File: src/rtl/pipeline_hazard_ctrl.sv
// rtl/pipeline_hazard_ctrl.sv - pipeline stall/flush controller with imem timeout and perf counters
//
// Purpose: resolves branch flushes, instruction-memory waits and load-use
// hazards for a short in-order pipeline. Control outputs are combinational
// from the current state and inputs; state and counters update on posedge clk.
//
// Ports:
//   clk          clock
//   rst          synchronous active-high reset
//   idRs1/idRs2  source registers of the instruction in IF/DE
//   exRd         destination register of the instruction in EX
//   exMemRead    instruction in EX is a load
//   branchTaken  EX resolved a taken branch/jump this cycle
//   imemReady    instruction memory has valid data this cycle
//   pcWrite      PC load enable
//   ifdeWrite    IF/DE load enable
//   ifdeFlush    load a NOP into IF/DE
//   idexFlush    load a bubble into ID/EX
//   stallCnt     saturating count of stall cycles
//   flushCnt     saturating count of branch flushes
//   imemTimeout  sticky: imemReady stayed low for TIMEOUT consecutive cycles
//   state        current FSM state (debug)

module pipeline_hazard_ctrl #(
   parameter int TIMEOUT = 16,
   parameter int CNT_W   = 16
) (
   input  logic             clk,
   input  logic             rst,
   input  logic [4:0]       idRs1,
   input  logic [4:0]       idRs2,
   input  logic [4:0]       exRd,
   input  logic             exMemRead,
   input  logic             branchTaken,
   input  logic             imemReady,
   output logic             pcWrite,
   output logic             ifdeWrite,
   output logic             ifdeFlush,
   output logic             idexFlush,
   output logic [CNT_W-1:0] stallCnt,
   output logic [CNT_W-1:0] flushCnt,
   output logic             imemTimeout,
   output logic [1:0]       state
);

   localparam int WAIT_W = $clog2(TIMEOUT + 1);
   localparam logic [WAIT_W-1:0] WAIT_MAX = WAIT_W'(TIMEOUT);

   typedef enum logic [1:0] {
      RUN       = 2'd0,
      IMEM_WAIT = 2'd1,
      LU_STALL  = 2'd2,
      ILLEGAL   = 2'd3
   } state_t;

   state_t            cur_state;
   state_t            nxt_state;
   logic              lu;
   logic              stall_inc;
   logic              flush_inc;
   logic [WAIT_W-1:0] wait_cnt;
   logic [WAIT_W-1:0] wait_nxt;

   assign state = cur_state;

   assign lu = exMemRead && (exRd != 5'd0) && ((exRd == idRs1) || (exRd == idRs2));

   // Consecutive imemReady-low cycles, saturating at TIMEOUT.
   always_comb begin
      wait_nxt = '0;
      if (!imemReady) begin
         wait_nxt = (wait_cnt == WAIT_MAX) ? wait_cnt : wait_cnt + WAIT_W'(1);
      end
   end

   always_ff @(posedge clk) begin
      if (rst) begin
         cur_state   <= RUN;
         stallCnt    <= '0;
         flushCnt    <= '0;
         wait_cnt    <= '0;
         imemTimeout <= 1'b0;
      end else begin
         cur_state <= nxt_state;
         wait_cnt  <= wait_nxt;
         if (wait_nxt == WAIT_MAX) begin
            imemTimeout <= 1'b1;
         end
         if (stall_inc && (stallCnt != '1)) begin
            stallCnt <= stallCnt + CNT_W'(1);
         end
         if (flush_inc && (flushCnt != '1)) begin
            flushCnt <= flushCnt + CNT_W'(1);
         end
      end
   end

   // Priority: branch > imem wait > load-use > normal. A load-use seen in
   // LU_STALL is ignored because the EX stage now holds the inserted bubble.
   always_comb begin
      nxt_state = RUN;
      pcWrite   = 1'b1;
      ifdeWrite = 1'b1;
      ifdeFlush = 1'b0;
      idexFlush = 1'b0;
      stall_inc = 1'b0;
      flush_inc = 1'b0;

      if (rst) begin
         pcWrite   = 1'b0;
         ifdeWrite = 1'b0;
         ifdeFlush = 1'b1;
         idexFlush = 1'b1;
      end else if (branchTaken) begin
         ifdeFlush = 1'b1;
         idexFlush = 1'b1;
         flush_inc = 1'b1;
         nxt_state = imemReady ? RUN : IMEM_WAIT;
      end else if (!imemReady) begin
         pcWrite   = 1'b0;
         ifdeFlush = 1'b1;
         stall_inc = 1'b1;
         nxt_state = IMEM_WAIT;
      end else if ((cur_state == RUN) && lu) begin
         pcWrite   = 1'b0;
         ifdeWrite = 1'b0;
         idexFlush = 1'b1;
         stall_inc = 1'b1;
         nxt_state = LU_STALL;
      end

      // The unused encoding always recovers to RUN on the next clock.
      if (cur_state == ILLEGAL) begin
         nxt_state = RUN;
      end
   end

endmodule

File: config.mk
export PLATFORM = sky130hd
export DESIGN_NAME = pipeline_hazard_ctrl
export DESIGN_NICKNAME = d
export VERILOG_FILES = /design/src/rtl/pipeline_hazard_ctrl.sv
export SDC_FILE = /design/constraint.sdc
export NUM_CORES = 1
export LEC_CHECK = 0
export CAP_MARGIN = 20
export CORE_ASPECT_RATIO = 1.4
export CORE_MARGIN = 3
export CORE_UTILIZATION = 44
export CTS_BUF_LIST = sky130_fd_sc_hd__clkbuf_4
export DETAILED_ROUTE_END_ITERATION = 10
export PLACE_DENSITY = 0.75
export SLEW_MARGIN = 10
export SYNTH_ARGS = -nofsm -noshare
export SYNTH_HDL_FRONTEND = slang
export SYNTH_SLANG_ARGS = --single-unit
File: constraint.sdc
create_clock -name clk -period 3.7 [get_ports clk]
set_input_delay 0.74 -clock clk [delete_from_list [all_inputs] [get_ports clk]]
set_output_delay 0.74 -clock clk [all_outputs]
set_load 0.05 [all_outputs]
==> results of run 1 <==
## worst max-delay path, stage by stage
cell and delay [ns]:
clkdlybuf4s50_1 0.47, or4_1 0.54, o211a_1 0.27, a21oi_2 0.17
nor2_1 0.05, nor2_1 0.21, buf_12 0.18
## through the flow
stage               worst slack [ns]  area, µm²  instances  hold WS (ns)  util (%)
floorplan                      0.436       2080        249         0.542         -
detailed placement             0.336       2750        363         0.470      60.6
global placement               0.329       2750        363         0.457      60.6
CTS                            0.323       2790        370         0.495      61.6
global route                   0.242       2790        370         0.521      61.6
finish                         0.331       2790        370         0.484      61.6
## worst max-delay path by stage
| stage | to | from | cells after the start |
|---|---|---|---|
| floorplan | pcWrite | exRd[1] | 6 |
| global placement | pcWrite | exRd[1] | 7 |
| detailed placement | pcWrite | exRd[1] | 7 |
| CTS | pcWrite | exRd[1] | 7 |
| global route | pcWrite | exRd[1] | 7 |
| finish | pcWrite | exRd[1] | 7 |
## flip-flops by register name, indices dropped and copies added (netlist names)
register	cells
imemTimeout	1
flushCnt	16
state	2
wait_cnt	5
stallCnt	16
## per-layer routing
metal | track usage, % | vias to the layer above
met2 | 32.5 | 52
met4 | 7.88 | 0
li1 | - | 1003
met5 | 0 | -
met3 | 5.17 | 6
met1 | 20.4 | 943
## where the power goes
group / switching, mW / internal, mW
logic: 0.0599 / 0.0518
clock network: 0.135 / 0.0664
registers: 0.00551 / 0.435
## final cells by class
class                           instances  area, µm²
Multi-Input combinational cell        191       1190
Clock inverter                          2       7.51
Fill cell                             416       1740
Clock buffer                            5       37.5
Inverter                                9       33.8
Timing Repair Buffer                   61        643
Tap cell                               62       77.6
Sequential cell                        40        801
## placed cells by master (no fill, tap or decap), types with 2 or more instances in the layout
| master | n |
|---|---|
| or3_1 | 5 |
| and3_1 | 6 |
| buf_4 | 3 |
| buf_12 | 4 |
| nor4_1 | 4 |
| clkinv_1 | 2 |
| dfxtp_1 | 40 |
| nor2_1 | 30 |
| ha_1 | 4 |
| clkdlybuf4s50_1 | 54 |
| xor2_1 | 13 |
| nand4_1 | 4 |
| o21ai_0 | 7 |
| nor2b_1 | 5 |
| nand3_1 | 18 |
| a211oi_1 | 3 |
| nand2_1 | 18 |
| xnor2_1 | 16 |
| inv_1 | 9 |
| or4_1 | 9 |
| clkbuf_4 | 5 |
| and2_1 | 2 |
| nor3_1 | 3 |
| o31ai_1 | 10 |
| o21ai_1 | 2 |
| nand2b_1 | 4 |
| a21oi_1 | 14 |
| and4_1 | 3 |
## logic make-up (layout without fill, tap and decap cells)
group,after synthesis,after routing,synth area share (%)
buf+inv,18,77,4.15
simple gates,114,114,29.0
xor+xnor,29,29,12.2
mux,2,2,1.02
compound gates,42,42,12.7
flops,40,40,38.5
fa+ha+maj,4,4,2.41
==> metrics.txt, run 1 <==
status=finished clean; Syn Std Cell Area=2080 µm²; Max Cap Viol=0; met1 wire length=2060 µm; path depth of the worst reg2reg path=7; Net Count, Synth=273; setup TNS=0 ns; Final Critical Period=3.37 ns; CTS tree=yes; Routed Antenna Nets=0; RePlAce Congestion=0.779; CTS Hold Bufs=0; Root Buffer=clkbuf_4; Die ar.=5600 µm²; antenna violations before repair=0; Yosys warnings=0; first-pass GRT wire length=8310 µm; number of synthesized flops with an enable pin=0; Mean Syn Cell Area=8.35 µm²; row count=29; vias post-DR=2004; DRT iter0 DRCs=93; core area=4540 µm²; share of layout cells above drive strength 1=5.52%; metal2 WL=2460 µm; Startpoint Class=primary input; pwr dens=270 nW/µm²; critical path type=in -> out; fmax=297 MHz; total congestion overflow=0; final WL=4900 µm; final layout net count=332; largest net degree at the start of global routing=17; min-delay src=imemTimeout; DR top layer=met4; Worst Setup End Kind=primary output; hold crit path type=reg -> reg; DP HPWL=3680 µm; DR vias/cell=5.42; H-tree levels=2; most frequent cells after synthesis=40 x dfxtp_1, 30 x nor2_1, 18 x nand2_1, 18 x nand3_1, 16 x xnor2_1; register area share after synthesis=38.5%; FF-to-FF Start=stallCnt[0]; Synth Instances=249; Worst R2R End=stallCnt[1]; Clock Tree Buf Depth=2; clock-pin transition on the worst setup and hold timing paths=0.11 ns; worst skew pair latency=0.35 ns; # DRC=0; top post-synthesis cells by area=dfxtp_1 39%, xnor2_1 6.7%, xor2_1 5.5%; Critical Path AT=2.63 ns; Yosys reg bits=40; Tcrit/Tclk final=91.0%; Synth top area share=38.5%; ANT cells=0; Worst Skew=0.00664 ns; DR WL/cell=13.2 µm; layout overhead on the synthesized area=34.3%; RSZ-0062 raised after global routing=no; initial core utilization=45.8%; CP max FO=3; Worst-Margin Slew=0.629 ns; Top Ports=59; most common cell in the netlist=dfxtp_1; Worst VDD drop=0.000206 V; final setup violation count=0; leakage=0.969 nW; final hold vios=0; fin. max-slew vios=0; ys async rst share=0%; total power=0.754 mW; Sinks on Clock Net=40; hold-critical path endpoint=imemTimeout; chip height=87.3 µm; unique cell type count in the Yosys netlist=38; postcts setup bufs=0; met3 wire len=292 µm; Die X=64.1 µm; Num CTS Buffers=5; main flop type after synthesis=dfxtp_1; drt pass-1 iters=4; Synth area leader=dfxtp_1; R2R setup slack=1.52 ns; Total Routing Usage GR=18.3%; Slew Limit Headroom=58.1%; hold depth=2; post-CTS sizing=0; CP required=2.96 ns; number of global-route vias before repair=1900; Port-buffer cells=58
(Power assumes the default switching activity.)
==> inputs of run 2 (changes only) <==
--- a/config.mk
+++ b/config.mk
@@ -11,7 +11,7 @@
 export CORE_UTILIZATION = 44
 export CTS_BUF_LIST = sky130_fd_sc_hd__clkbuf_4
 export DETAILED_ROUTE_END_ITERATION = 10
-export PLACE_DENSITY = 0.75
+export DONT_BUFFER_PORTS = 1
 export SLEW_MARGIN = 10
 export SYNTH_ARGS = -nofsm -noshare
 export SYNTH_HDL_FRONTEND = slang
==> metrics.txt, run 2 (synthesis gave the netlist of run 1 again) <==
largest net degree at the start of global routing=43 (+26); core area=4540 µm² (unchanged); number of global-route vias before repair=1695 (-11%); fin util=48.6% (-13 points); final layout net count=277 (-17%); status=finished clean; Worst Skew=0.00873 ns (+0.00209 ns); Largest regs=flushCnt: 16 flops, stallCnt: 16 flops, wait_cnt: 5 flops; CTS Hold Bufs=0 (unchanged); vias post-DR=1726 (-14%); RePlAce Congestion=0.756 (-2.9%); DR WL/cell=14.2 µm (+7.5%); Num CTS Buffers=5 (unchanged); H-tree levels=2 (unchanged); initial core utilization=45.8% (unchanged); final setup violation count=0 (unchanged); leakage=0.761 nW (-21%); Cell Count Post-Placement=308 (-15%); # DRC=0 (unchanged); DR vias/cell=5.46 (+0.85%); commonest cells after routing, fill and taps aside=40 x dfxtp_1, 30 x nor2_1, 18 x nand3_1, 18 x nand2_1, 16 x xnor2_1; post-CTS sizing=0 (unchanged); Routed Antenna Nets=0 (unchanged); Root Buffer=clkbuf_4; chip height=87.3 µm (unchanged); total congestion overflow=0 (unchanged); CP max FO=3 (unchanged); Final Critical Period=2.76 ns (-0.607 ns); Tcrit/Tclk final=74.6% (-16 points); fmax=362 MHz (+22%); RSZ-0062 raised after global routing=no; most common cell after layout, fill and taps aside=dfxtp_1; fin. max-slew vios=0 (unchanged); Die X=64.1 µm (unchanged); Clock Tree Buf Depth=2 (unchanged); Startpoint Class=primary input; worst skew pair latency=0.34 ns (about the same); Worst Setup End Kind=primary output; DP HPWL=3320 µm (-9.8%); final hold vios=0 (unchanged); ANT cells=0 (unchanged); Max Cap Viol=0 (unchanged); final WL=4500 µm (-8.1%); setup TNS=0 ns (unchanged); DRT iter0 DRCs=101 (+8.6%); drt pass-1 iters=4 (unchanged); first-pass GRT wire length=7670 µm (-7.8%); critical path type=in -> out; CP required=2.96 ns (about the same); clock-pin transition on the worst setup and hold timing paths=0.12 ns (about the same); row count=29 (unchanged); hold crit path type=in -> reg; layout overhead on the synthesized area=6.08%; CTS tree=yes; Slew Limit Headroom=53.7% (-4.4 points); Worst VDD drop=0.000163 V (-21%); Sinks on Clock Net=40 (unchanged); postcts setup bufs=0 (unchanged); Top Ports=59 (unchanged); share of layout cells above drive strength 1=7.09% (+1.6 points); Worst-Margin Slew=0.694 ns (+0.0649 ns); Die ar.=5600 µm² (unchanged); antenna violations before repair=0 (unchanged); Port-buffer cells=0 (-100%); Total Routing Usage GR=17.2% (-1.2 points); hold_ws=0.451 ns (-0.0326 ns); non-filler cells, final=316 (-15%); pwr dens=332 nW/µm² (+23%); Critical Path AT=2.02 ns (-0.61 ns)
-- run 2: cell count changes in the layout (fill, tap and decap cells not counted), sizes merged --
cell           delta
buf               -1
clkdlybuf4s50    -54
clkbuf            +2
clkinv            -1
-- run 2: per-stage QoR --
step | setup WS (ns) | instance area, µm² | power [mW]
6_report | 0.939 | 2210 | 0.732
3_3_place_gp | 0.950 | 2150 | 0.514
3_5_place_dp | 0.936 | 2150 | 0.515
5_1_grt | 0.856 | 2210 | 0.763
4_1_cts | 0.931 | 2210 | 0.744
2_1_floorplan | 0.436 | 2080 | 0.512
-- run 2: metal layers --
metal / part of all wire [%] / global-route usage [%]
met5: 0 / 0
met4: 1.8 / 6.92
met3: 5.3 / 4.91
met2: 54 / 32.0
met1: 39 / 17.9
-- run 2: report_power, final --
group | total, mW | switching, mW | internal [mW]
logic | 0.0549 | 0.0327 | 0.0222
registers | 0.449 | 0.0144 | 0.435
clock network | 0.227 | 0.139 | 0.0879
total | 0.732 | 0.187 | 0.545
-- run 2: final timing paths --
check                   start           to  slack (ns)  cells after the start
hold reg to reg   wait_cnt[0]  wait_cnt[0]        0.61                      2
setup reg to reg  stallCnt[6]  stallCnt[1]        1.12                      6
hold / removal      imemReady  wait_cnt[0]        0.45                      1
setup / recovery      exRd[1]      pcWrite        0.94                      6
-- run 2: cell type report --
type | instances | area, µm²
clock buffers | 7 | 52.6
clock inverters | 1 | 3.75
fillers | 464 | 2330
inverters | 9 | 33.8
multi-input cells | 191 | 1190
flip-flops and latches | 40 | 801
well taps | 62 | 77.6
repair buffers | 6 | 45.0
-- run 2: critical path, stage by stage --
cell,delay [ns]
or4_1,0.51
o211a_1,0.26
a21oi_2,0.16
nor2_1,0.05
nor2_1,0.09
buf_4,0.21
